`src/rtl/mc_ctrl.sv`:
```
// mc_ctrl: multi-cycle MIPS controller FSM with a MEM-wait watchdog and a sticky halt on illegal code.
// Build option MC_CTRL_PERF_EN adds retired-instruction and memory-stall counters.
module mc_ctrl #(
  parameter int MEM_TIMEOUT = 15,
  parameter int CNT_W       = 4
) (
  input  logic        clk,
  input  logic        reset,
  input  logic [5:0]  op,
  input  logic [5:0]  fc,
  input  logic [4:0]  rt,
  input  logic        br_e,
  input  logic        br_gez,
  input  logic        mem_ready,
  output logic        PCWr,
  output logic        IRWr,
  output logic        RegWr,
  output logic        MemWr,
  output logic        mem_req,
  output logic        ALUSrc1,
  output logic        ALUSrc2,
  output logic [2:0]  ALUOp,
  output logic [1:0]  ExtOp,
  output logic [2:0]  nPC_sel,
  output logic [1:0]  RegDst,
  output logic [1:0]  MemtoReg,
  output logic        lb,
  output logic        sb,
  output logic [2:0]  state,
  output logic        halted
`ifdef MC_CTRL_PERF_EN
  ,
  output logic [31:0] instr_cnt,
  output logic [31:0] stall_cnt
`endif
);

  // state | meaning: FETCH ir load + pc+4, DECODE j/jal, EXE alu/branch, MEM dm wait, WB reg write, HALT sticky error
  typedef enum logic [2:0] {
    S_FETCH  = 3'd0,
    S_DECODE = 3'd1,
    S_EXE    = 3'd2,
    S_MEM    = 3'd3,
    S_WB     = 3'd4,
    S_HALT   = 3'd7
  } state_t;

  localparam logic [CNT_W-1:0] WD_LAST = CNT_W'(MEM_TIMEOUT - 1);

  state_t            cur, nxt;
  logic [CNT_W-1:0]  wdog;
  logic              is_r, is_addu, is_subu, is_jr, is_ori, is_lui, is_lw, is_lb, is_sw, is_sb;
  logic              is_beq, is_bgez, is_j, is_jal, is_load, is_store, is_mem, is_alu, legal;
  logic [2:0]        alu_op;
  logic [1:0]        ext_op;
  logic              alu_src2;

  assign is_r     = (op == 6'b000000);
  assign is_addu  = is_r && (fc == 6'b100001);
  assign is_subu  = is_r && (fc == 6'b100011);
  assign is_jr    = is_r && (fc == 6'b001000);
  assign is_ori   = (op == 6'b001101);
  assign is_lui   = (op == 6'b001111);
  assign is_lw    = (op == 6'b100011);
  assign is_lb    = (op == 6'b100000);
  assign is_sw    = (op == 6'b101011);
  assign is_sb    = (op == 6'b101000);
  assign is_beq   = (op == 6'b000100);
  assign is_bgez  = (op == 6'b000001) && (rt == 5'b00001);
  assign is_j     = (op == 6'b000010);
  assign is_jal   = (op == 6'b000011);
  assign is_load  = is_lw | is_lb;
  assign is_store = is_sw | is_sb;
  assign is_mem   = is_load | is_store;
  assign is_alu   = is_addu | is_subu | is_ori | is_lui;
  assign legal    = is_alu | is_mem | is_jr | is_beq | is_bgez | is_j | is_jal;

  // ALU selects are driven from EXE through WB so a datapath without an ALUOut latch still sees a stable result
  always_comb begin
    alu_op   = 3'd0;
    ext_op   = 2'd0;
    alu_src2 = 1'b0;
    if (is_subu || is_beq) begin
      alu_op = 3'd1;
    end else if (is_ori) begin
      alu_op   = 3'd2;
      alu_src2 = 1'b1;
    end else if (is_lui) begin
      alu_op   = 3'd3;
      ext_op   = 2'd2;
      alu_src2 = 1'b1;
    end else if (is_mem) begin
      ext_op   = 2'd1;
      alu_src2 = 1'b1;
    end
  end

  always_ff @(posedge clk or negedge reset) begin
    if (!reset) begin
      cur  <= S_FETCH;
      wdog <= '0;
    end else begin
      cur <= nxt;
      if (cur != S_MEM)   wdog <= '0;
      else if (!mem_ready) wdog <= wdog + 1'b1;
    end
  end

  always_comb begin
    nxt = cur;
    case (cur)
      S_FETCH:  nxt = S_DECODE;
      S_DECODE: begin
        if (!legal)              nxt = S_HALT;
        else if (is_j || is_jal) nxt = S_FETCH;
        else                     nxt = S_EXE;
      end
      S_EXE: begin
        if (is_alu)      nxt = S_WB;
        else if (is_mem) nxt = S_MEM;
        else             nxt = S_FETCH;
      end
      S_MEM: begin
        if (mem_ready)            nxt = is_load ? S_WB : S_FETCH;
        else if (wdog == WD_LAST) nxt = S_HALT;
      end
      S_WB:     nxt = S_FETCH;
      S_HALT:   nxt = S_HALT;
      default:  nxt = S_HALT;
    endcase
  end

  // Gating on reset makes every strobe drop combinationally with the async reset, even mid-MEM
  always_comb begin
    PCWr     = 1'b0;
    IRWr     = 1'b0;
    RegWr    = 1'b0;
    MemWr    = 1'b0;
    mem_req  = 1'b0;
    ALUSrc1  = 1'b0;
    ALUSrc2  = 1'b0;
    ALUOp    = 3'd0;
    ExtOp    = 2'd0;
    nPC_sel  = 3'd0;
    RegDst   = 2'd0;
    MemtoReg = 2'd0;
    lb       = 1'b0;
    sb       = 1'b0;
    if (reset) begin
      case (cur)
        S_FETCH: begin
          IRWr = 1'b1;
          PCWr = 1'b1;
        end
        S_DECODE: begin
          if (is_j || is_jal) begin
            PCWr    = 1'b1;
            nPC_sel = 3'd2;
          end
          if (is_jal) begin
            RegWr    = 1'b1;
            RegDst   = 2'd2;
            MemtoReg = 2'd2;
          end
        end
        S_EXE: begin
          ALUSrc2 = alu_src2;
          ALUOp   = alu_op;
          ExtOp   = ext_op;
          if (is_beq) begin
            PCWr    = br_e;
            nPC_sel = 3'd1;
          end else if (is_bgez) begin
            PCWr    = br_gez;
            nPC_sel = 3'd4;
          end else if (is_jr) begin
            PCWr    = 1'b1;
            nPC_sel = 3'd3;
          end
        end
        S_MEM: begin
          ALUSrc2 = alu_src2;
          ALUOp   = alu_op;
          ExtOp   = ext_op;
          mem_req = 1'b1;
          MemWr   = is_store;
          lb      = is_lb;
          sb      = is_sb;
        end
        S_WB: begin
          ALUSrc2  = alu_src2;
          ALUOp    = alu_op;
          ExtOp    = ext_op;
          RegWr    = 1'b1;
          RegDst   = is_r ? 2'd1 : 2'd0;
          MemtoReg = is_load ? 2'd1 : 2'd0;
          lb       = is_lb;
        end
        default: ;
      endcase
    end
  end

  assign state  = cur;
  assign halted = (cur == S_HALT);

`ifdef MC_CTRL_PERF_EN
  always_ff @(posedge clk or negedge reset) begin
    if (!reset) begin
      instr_cnt <= '0;
      stall_cnt <= '0;
    end else begin
      if ((cur != S_HALT) && (nxt == S_FETCH)) instr_cnt <= instr_cnt + 32'd1;
      if ((cur == S_MEM) && !mem_ready)        stall_cnt <= stall_cnt + 32'd1;
    end
  end
`endif

endmodule
```
`config.mk`:
```
export PLATFORM = sky130hd
export DESIGN_NAME = mc_ctrl
export DESIGN_NICKNAME = d
export VERILOG_FILES = /design/src/rtl/mc_ctrl.sv
export SDC_FILE = /design/constraint.sdc
export NUM_CORES = 1
export LEC_CHECK = 0
export CORE_MARGIN = 1.5
export CORE_UTILIZATION = 36
export DETAILED_ROUTE_END_ITERATION = 12
export PLACE_DENSITY_LB_ADDON = 0.15
export SYNTH_ARGS = -nofsm -noshare
export SYNTH_HDL_FRONTEND = slang
export SYNTH_SLANG_ARGS = --single-unit
```
`constraint.sdc`:
```
create_clock -name clk -period 1.38 [get_ports clk]
set_clock_uncertainty 0.05 [all_clocks]
set_input_delay 0.207 -clock clk [delete_from_list [all_inputs] [get_ports clk]]
set_output_delay 0.207 -clock clk [all_outputs]
set_load 0.02 [all_outputs]
```
==> qor.csv <==
stage;metric;value;unit
clock_network;clock-sinks;7;
die;fp-row-count;18;
critical_path;cp-end-kind;output port;
flow_run;maxCapViolCount;0;
critical_path;crit_fanout;4;
min_path;hold_path.class;input pin to async pin;
timing;fin_ws;-0.4882;ns
routing;viasPerCell;5.874;
timing;hold_viol;0;
logic_synthesis;yosysUniqueCellTypes;47;
critical_path;criticalPathCategory;register to output port;
logic_synthesis;syn-cell-area;942.2;um2
power;peakVddDrop;1.407;mV
timing;final-max-slew-violation-count;0;
routing;wl_per_cell;18.69;um
finish;fillers;130;
routing;first_pass_iters;4;
place;place_congestion;0.8095;
timing;timing.final.crit_share;135.4;%
timing;fin_crit;1.868;ns
logic_synthesis;synth_top_family_by_area;simple AND/OR/NAND/NOR gates;
routing;via_count;1492;
finish;layout.nets;249;
logic_synthesis;yosysWarnings;0;
clock_network;cts_buffer_depth;2;
timing;setup-tns-final;-8.320;ns
logic_synthesis;synthMuxAreaShare;0;%
timing;setup_viol;22;
die;die_x;54.16;um
clock_network;cts_tree;yes;
critical_path;required;1.12;ns
finish;final_cell_mix;buf_4 (58), buf_6 (17), nor2_4 (8), nor2_1 (8);
logic_synthesis;synth-xor-area-share;3.718;%
power;power;0.002231;W
die;core;2477;um2
outcome;run_status;complete, but fails checks;
logic_synthesis;syn_area_per_cell;7.537;um2
global_route;grtUsageTotal;28.51;%
finish;insertedDiodeCount;0;
critical_path;cp_slowest_cell;dfrtp_2;
logic_synthesis;ys_ff_latch;7;
die;boundaryPins;47;
global_route;grt_pass1_wl;5.982;mm
place;port_buffers;44;
global_route;grt_start_max_net_pins;15;
critical_path;cpPeakStageDelay;0.43;ns
finish;drive_above_1_share;63.39;%
finish;final_common_cell;buf_4;
timing;rsz0062_at_grt;true;
global_route;overflow;0;
critical_path;start_kind;register;
die;start_util;38.03;%
clock_network;hold_buffers;0;
logic_synthesis;yosysSeqAreaShare;18.59;%
clock_network;ctsRootBufferMaster;clkbuf_4;
power;p_per_area;1040;nW/um2
die;dieArea;2933;um2
logic_synthesis;synthCells;125;
routing;post-route-drc-count;0;
routing;totalWireLength;4.747;mm
global_route;antenna_found_initial;0;
routing;drt_iter0_drc;61;
timing;max_clock_freq;535.3;MHz
global_route;grt_pass1_vias;1411;
outcome;violations;negative setup slack;
clock_network;htree_levels;1;
routing;ant_nets;0;
logic_synthesis;synth_compound_area_share;20.32;%
logic_synthesis;synth-simple-area-share;44.89;%
die;die_y;54.16;um
finish;area_delta_synth_final;127.8;%
place;placed_cell_area;1848;um2
clock_network;cts_buffers;3;
finish;final_core_util;86.62;%
place;hpwl;2.637;mm
power;leakage;0.9203;nW
critical_path;cp_cell_sequence;nand2b_1, nor2_4, a21oi_1, nor4b_4, buf_4;
clock_network;clk_pin_slew;0.06;ns
critical_path;crit_arrival;1.61;ns
clock_network;worstSkewPairLatency;0.27;ns
logic_synthesis;synthAdderAreaFrac;2.656;%
finish;post-route-cell-area;2146;um2
==> through the flow <==
| step | hold WS [ns] | worst slack (ns) | std cells |
|---|---|---|---|
| after floorplan | -0.1386 | -0.2111 | 126 |
| after global placement | 0.4761 | -1.138 | 228 |
| after detailed placement | 0.5126 | -1.189 | 228 |
| after CTS | 0.3079 | -0.4507 | 248 |
| after global routing | 0.3290 | -0.5282 | 254 |
| final | 0.3142 | -0.4882 | 254 |
==> per-layer routing <==
metal	global-route usage, %	share of wire [%]	wire length (um)	vias up
met3	5.556	7.7	367	34
met1	30.13	34	1616	686
met4	13.75	5.7	272	0
li1	-	-	-	661
met2	53.01	52	2492	111
met5	0	0	0	-
==> path summary, 6_finish.rpt <==
check,startpoint,to,slack (ns),cells after the start
max in group asynchronous,reset,state[2],0.76,2
max reg2reg,state[2],state[2],-0.35,6
min,reset,wdog[3],0.31,2
min reg2reg,wdog[1],wdog[1],0.55,2
max,state[0],lb,-0.49,5
min in group clk,op[2],state[0],0.51,5
==> registers in the layout, summed over array words and instances, names as in the netlist <==
| signal | flops |
|---|---|
| state | 3 |
| wdog | 4 |
==> critical path: cells and delay by family (launching register included) <==
kind | cells | cell delay, ns
flops | 1 | 0.43
compound gates | 1 | 0.09
buf+inv | 1 | 0.17
simple gates | 3 | 0.64
==> power by group <==
group          total [W]  switching (W)  internal, W  leakage (nW)
registers       0.000364       0.000104     0.000260        0.0838
logic            0.00166       0.000805     0.000856         0.822
clock network   0.000205      0.0000937     0.000112        0.0150
total            0.00223        0.00100      0.00123         0.920
==> area by class of cell <==
class / instances / area, um2 / share of cell area, %
clock buffers: 4 / 26.28 / 1.224
well taps: 30 / 37.54 / 1.749
repair buffers: 103 / 860.8 / 40.12
flip-flops and latches: 7 / 178.9 / 8.338
multi-input cells: 106 / 1027 / 47.87
inverters: 4 / 15.01 / 0.6997
==> Yosys cell counts, drive strengths merged <==
cell	count	share of area, %
a31o	1	0.93
nor4b	2	1.9
or4b	1	1.1
nor3	3	2.1
or3	1	0.66
o22ai	1	0.66
and3b	1	1.1
nand3	7	3.7
nand4b	2	1.9
o21ai	2	1.1
or2	1	0.66
nor4bb	1	1.1
nand2b	6	4.0
o2111ai	2	2.5
nor4	4	4.9
inv	4	1.6
o21a	2	1.6
conb	1	0.40
a32o	1	1.1
clkbuf	3	2.3
o22a	1	0.93
a31oi	3	2.0
xnor2	1	0.93
nor2b	5	3.3
nand4	4	2.7
buf	6	5.6
a21oi	8	4.2
a21boi	1	0.80
and4	1	1.1
nor2	18	7.4
o311ai	4	3.7
nand2	9	3.6
dfrtp	7	19
xor2	3	2.8
ha	2	2.7
o211ai	1	0.80
and3	3	2.0
or3b	2	1.9
==> cell families after synthesis <==
logic type	Yosys count
other	1
flip-flops	7
XOR/XNOR	4
AND/OR/NAND/NOR	71
buffers and inverters	13
adder cells (fa/ha/maj)	2
AO/OA/AOI/OAI	27
==> what timing repair did <==
action,CTS,global route
setup buffers,16,6
pin swaps,16,5
gates resized for setup,154,31
gates cloned,0,0
setup endpoints to repair,26,25
No activity file was read; power rests on OpenSTA's default activity.
==> variant 1 (config.mk and constraints unchanged) <==
Add a define of `MC_CTRL_PERF_EN`.
--- a/src/rtl/mc_ctrl.sv
+++ b/src/rtl/mc_ctrl.sv
@@ -2,2 +2,4 @@
 // Build option MC_CTRL_PERF_EN adds retired-instruction and memory-stall counters.
+`define MC_CTRL_PERF_EN
+
 module mc_ctrl #(
Formal check against the unedited RTL (old outputs only; new: instr_cnt and stall_cnt): equivalent (Yosys induction, for registers that start in step).
==> variant 1 against the unedited design <==
The run still ends with setup timing left; setup slack worse by 0.21 ns; via count grew to 2.8 times the old value; wire length grew to 2.7 times the old value; area after synthesis grew to 4.2 times the old value; combinational power grew to 2.7 times the old value; synthesized cell count grew to 3.2 times the old value; hold slack worse by 0.29 ns; fmax is 10% lower; total power grew to 4.0 times the old value; sequential cell count is 64 higher; cell area grew to 3.6 times the old value; sequential power grew to 6.5 times the old value; critical path type is now reg -> reg; highest routed layer unchanged.
==> variant 1: results (changes against the unedited design) <==
Parameter                              Value

Clock network
  Clock input transition at the sequential cells of the worst setup and hold paths ... 0.08 ns (+0.02 ns)
  Clock network latency to the later pin of the worst-skew pair ... 0.35 ns (+0.08 ns)
  CTS root buffer ... sky130_fd_sc_hd__clkbuf_8
  CTS buffer count ... 9 (+6)
  H-tree lvl count ... 3 (+2)

Power
  Leakage power total ... 4.08 nW (+340%)
  Highest ir drop seen on vdd ... 0.634 mV (-55%)
  Power density of the placed cells ... 1160 nW/um^2 (+11%)

Place
  Standard cell area after detailed placement ... 6560 sq um (+250%)
  Post-Place Cells ... 771 (+240%)
  Final HPWL DP ... 8780 um (+230%)
  Final weighted congestion in routability-driven placement ... 0.837 (+3.4%)
  # port buffers ... 108 (+150%)

STA
  Setup total negative slack ... -41.83 ns (-33.51 ns)
  Min setup slack post-route ... -0.698 ns (-0.210 ns)
  Final setup violating endpoints ... 86 (+290%)

Final layout
  Fraction of standard cell area in multi-input logic ... 0.382 (-0.0967)
  Number of nets at the end of the flow ... 714 (+190%)
  Final-layout clock-cell area share ... 0.0319 (+0.0197)
  Clock tree buffer count of the final layout ... 11 (+7)
  Sequential cell count ... 71 (+64)
  Fillers ... 755 (+480%)
  Inverters, non-clock ... 8 (+4)
  Layout buffering overhead excluding clock cells ... 0.330 (-0.0712)
  Fraction of layout cells with a size suffix above 1 ... 0.603 (-0.0308)
  Number of multi-input combinational cells in the layout ... 303 (+190%)
  Final non-filler cell total ... 829 (+230%)
  Count of plain and timing-repair buffers in the layout ... 295 (+190%)

GRT
  First-pass GRT wire length ... 20700 um (+250%)
  Total track usage ... 0.225 (-0.0601)
  Number of global-route vias before repair ... 4338 (+210%)

Yosys
  Largest cells by area after synthesis ... sky130_fd_sc_hd__dfrtp_1 45%, sky130_fd_sc_hd__xor2_1 9.4%, sky130_fd_sc_hd__xnor2_1 5.6%
  Count of distinct cell types in the synthesized netlist ... 44 (-6.4%)
  Top cell types by occurrence after synthesis ... 71 x sky130_fd_sc_hd__dfrtp_1, 42 x sky130_fd_sc_hd__xor2_1, 32 x sky130_fd_sc_hd__nor2_1

Run status
  Violations in the final reports ... setup timing
  Result of the run ... complete, but fails checks

Floorplan
  Row count ... 37 (+19)

Critical path
  Largest stage delay on the critical path ... 0.46 ns (+0.03 ns)

Detailed routing
  Post-detailed-route wirelength per cell ... 15.6 um (-16%)
  Avg Vias per Cell ... 5.01 (-15%)
-- variant 1: worst max-delay path: cells and delay by family, from the launching register on --
kind,cells,cell delay [ns]
flops,1,0.46
xor+xnor,1,0.16
simple gates,4,0.63
buf+inv,5,0.70
-- variant 1: what timing repair did --
item                                    in CTS  in global routing
endpoints found under the setup margin     153                103
hold endpoints to repair                    21                  0
resized for setup                          483                 92
gates cloned                                 0                  3
pin swaps                                   57                 87
hold buffers                                 1                  0
setup buffers                               29                 20
-- variant 1: power by group --
group	internal, mW	switching [mW]
registers	2.23	0.152
logic	2.32	2.19
clock network	1.25	0.837
total	5.80	3.18
-- variant 1: final timing paths --
kind | start | endpoint | slack, ns | cells past startpoint
setup reg to reg | state[1] | instr_cnt[29] | -0.70 | 10
setup / recovery | state[1] | instr_cnt[29] | -0.70 | 10
hold reg to reg | instr_cnt[31] | instr_cnt[31] | 0.41 | 1
min in group clk | instr_cnt[31] | instr_cnt[31] | 0.41 | 1
hold / removal | reset | stall_cnt[13] | 0.03 | 2
max in group asynchronous | reset | state[2] | 0.52 | 3
-- variant 1: kinds of logic after synthesis --
kind of cell	count (synthesis)	share of synthesized area
buffers and inverters	27	0.0331
multiplexers	2	0.00572
flip-flops	71	0.452
AO/OA/AOI/OAI	21	0.0347
XOR/XNOR	67	0.149
adder cells (fa/ha/maj)	4	0.0127
AND/OR/NAND/NOR	207	0.312
other	1	0.000953
-- variant 1: routing by layer --
layer	GRT usage	up-vias	wire, um
met5	0	-	0
met4	0.0808	0	214
met3	0.0460	20	569
met2	0.373	104	6480
met1	0.291	2046	5710
li1	-	1983	-
==> variant 2 (same settings) <==
Made on the original files. Set the parameter `CNT_W` to 6 (it was 4).
--- a/src/rtl/mc_ctrl.sv
+++ b/src/rtl/mc_ctrl.sv
@@ -4,3 +4,3 @@
   parameter int MEM_TIMEOUT = 15,
-  parameter int CNT_W       = 4
+  parameter int CNT_W       = 6
 ) (
Check against the original RTL: same outputs for any inputs over 10 cycles, from zero or initial values and one cycle with reset low; that may be too few to reach the edited logic, so the function may still have changed.
==> variant 2 against the unedited design <==
The flow still finishes with violations (setup timing); hold slack gained 0.13 ns; sequential cell count grew 2; utilization grew 5.5 points; area after synthesis grew 1.5%; cell area grew 7.3%; register-to-register slack is essentially flat; wire length grew 16%; setup slack lost 0.44 ns; die area grew 1.4%; global-route usage grew 3.1 points; total power grew 23%; critical path depth grew 2; highest routed layer unchanged.
==> variant 2: results (changes against the unedited design) <==
Parameter                              Value

Run status
  Result of the run ... complete, but fails checks
  Violations in the final reports ... setup timing

Final layout
  Fraction of layout cells with a size suffix above 1 ... 0.656 (+0.0217)
  Inverters, non-clock ... 6 (+2)
  Register share of the cell area ... 0.0995 (+0.0161)
  Layout buffering overhead excluding clock cells ... 0.428 (+0.0266)
  Final-layout clock-cell area share ... 0.0114 (-0.000832)
  Number of flip-flops under the largest register name ... 6 (+2)
  Utilization after layout ... 0.921 (+0.0548)
  Fillers ... 93 (-28%)
  Finished Cell Area ... 2300 sq um (+7.3%)
  Count of plain and timing-repair buffers in the layout ... 109 (+5.8%)

Detailed routing
  Wire length the detailed router placed on met1 ... 1980 um (+22%)
  Avg Vias per Cell ... 5.75 (-2.2%)
  Count of routing violations after the opening detailed-route iteration ... 73 (+20%)
  Met3 WL ... 405 um (+10%)
  Met2 routed WL ... 2760 um (+11%)
  Total detailed-routing wirelength ... 5490 um (+16%)

Yosys
  Sequential fraction of the synthesis area ... 0.236 (+0.0497)
  Count of distinct cell types in the synthesized netlist ... 35 (-26%)
  Post-synthesis xor/xnor area fraction ... 0.0550 (+0.0178)
  Largest cells by area after synthesis ... sky130_fd_sc_hd__dfrtp_1 24%, sky130_fd_sc_hd__nor2_1 7.9%, sky130_fd_sc_hd__a21oi_1 5.8%
  Share of the synthesized area in compound gates (AO/OA/AOI/OAI) ... 0.139 (-0.0644)

GRT
  Total track usage ... 0.316 (+0.0306)
  Met3 track demand over resource in global routing ... 0.0765 (+0.0209)
  Number of global-route vias before repair ... 1463 (+3.7%)
  First-pass GRT wire length ... 6480 um (+8.3%)
  Met1 routing resource usage after global routing ... 0.338 (+0.0370)
  Largest net degree at the start of global routing ... 9 (-6)

STA
  Min setup slack post-route ... -0.931 ns (-0.443 ns)
  Final setup violating endpoints ... 24 (+9.1%)

Critical path
  Critical Path End ... ALUOp[1]
  Cell count of the worst reg-to-reg path ... 7 (+1)
  Reg-to-reg endpoint ... state[0]
  Arr. time, crit path ... 2.05 ns (+0.44 ns)
  Launching instance or port of the critical path ... op[3]

Power
  Power density of the placed cells ... 1190 nW/um^2 (+14%)
  Leakage power total ... 1.05 nW (+14%)
  Highest ir drop seen on vdd ... 1.80 mV (+28%)

Place
  Final HPWL DP ... 2810 um (+6.4%)
  Setup WS pre-CTS ... -1.61 ns (-0.417 ns)
  Final weighted congestion in routability-driven placement ... 0.904 (+12%)
## variant 2: worst min-delay path by stage
stage | start | to | slack [ns]
global placement | wdog[5] | wdog[5] | 0.48
CTS | reset | wdog[0] | 0.41
detailed placement | wdog[5] | wdog[5] | 0.50
floorplan | reset | state[0] | -0.14
finish | reset | wdog[2] | 0.44
global route | reset | wdog[4] | 0.43
## variant 2: what timing repair did
action,4_1_cts,5_1_grt
endpoints found under the setup margin,26,24
buffers inserted,16,7
gates cloned,0,0
gates resized for setup,204,30
pin swaps,19,19
hold endpoints to repair,0,0
## variant 2: critical path: stages
cell and delay, ns:
sky130_fd_sc_hd__buf_2 0.12, sky130_fd_sc_hd__or4_4 0.54, sky130_fd_sc_hd__or4_4 0.47, sky130_fd_sc_hd__o31a_4 0.38, sky130_fd_sc_hd__nand2b_4 0.13, sky130_fd_sc_hd__nor4_4 0.04, sky130_fd_sc_hd__buf_4 0.15
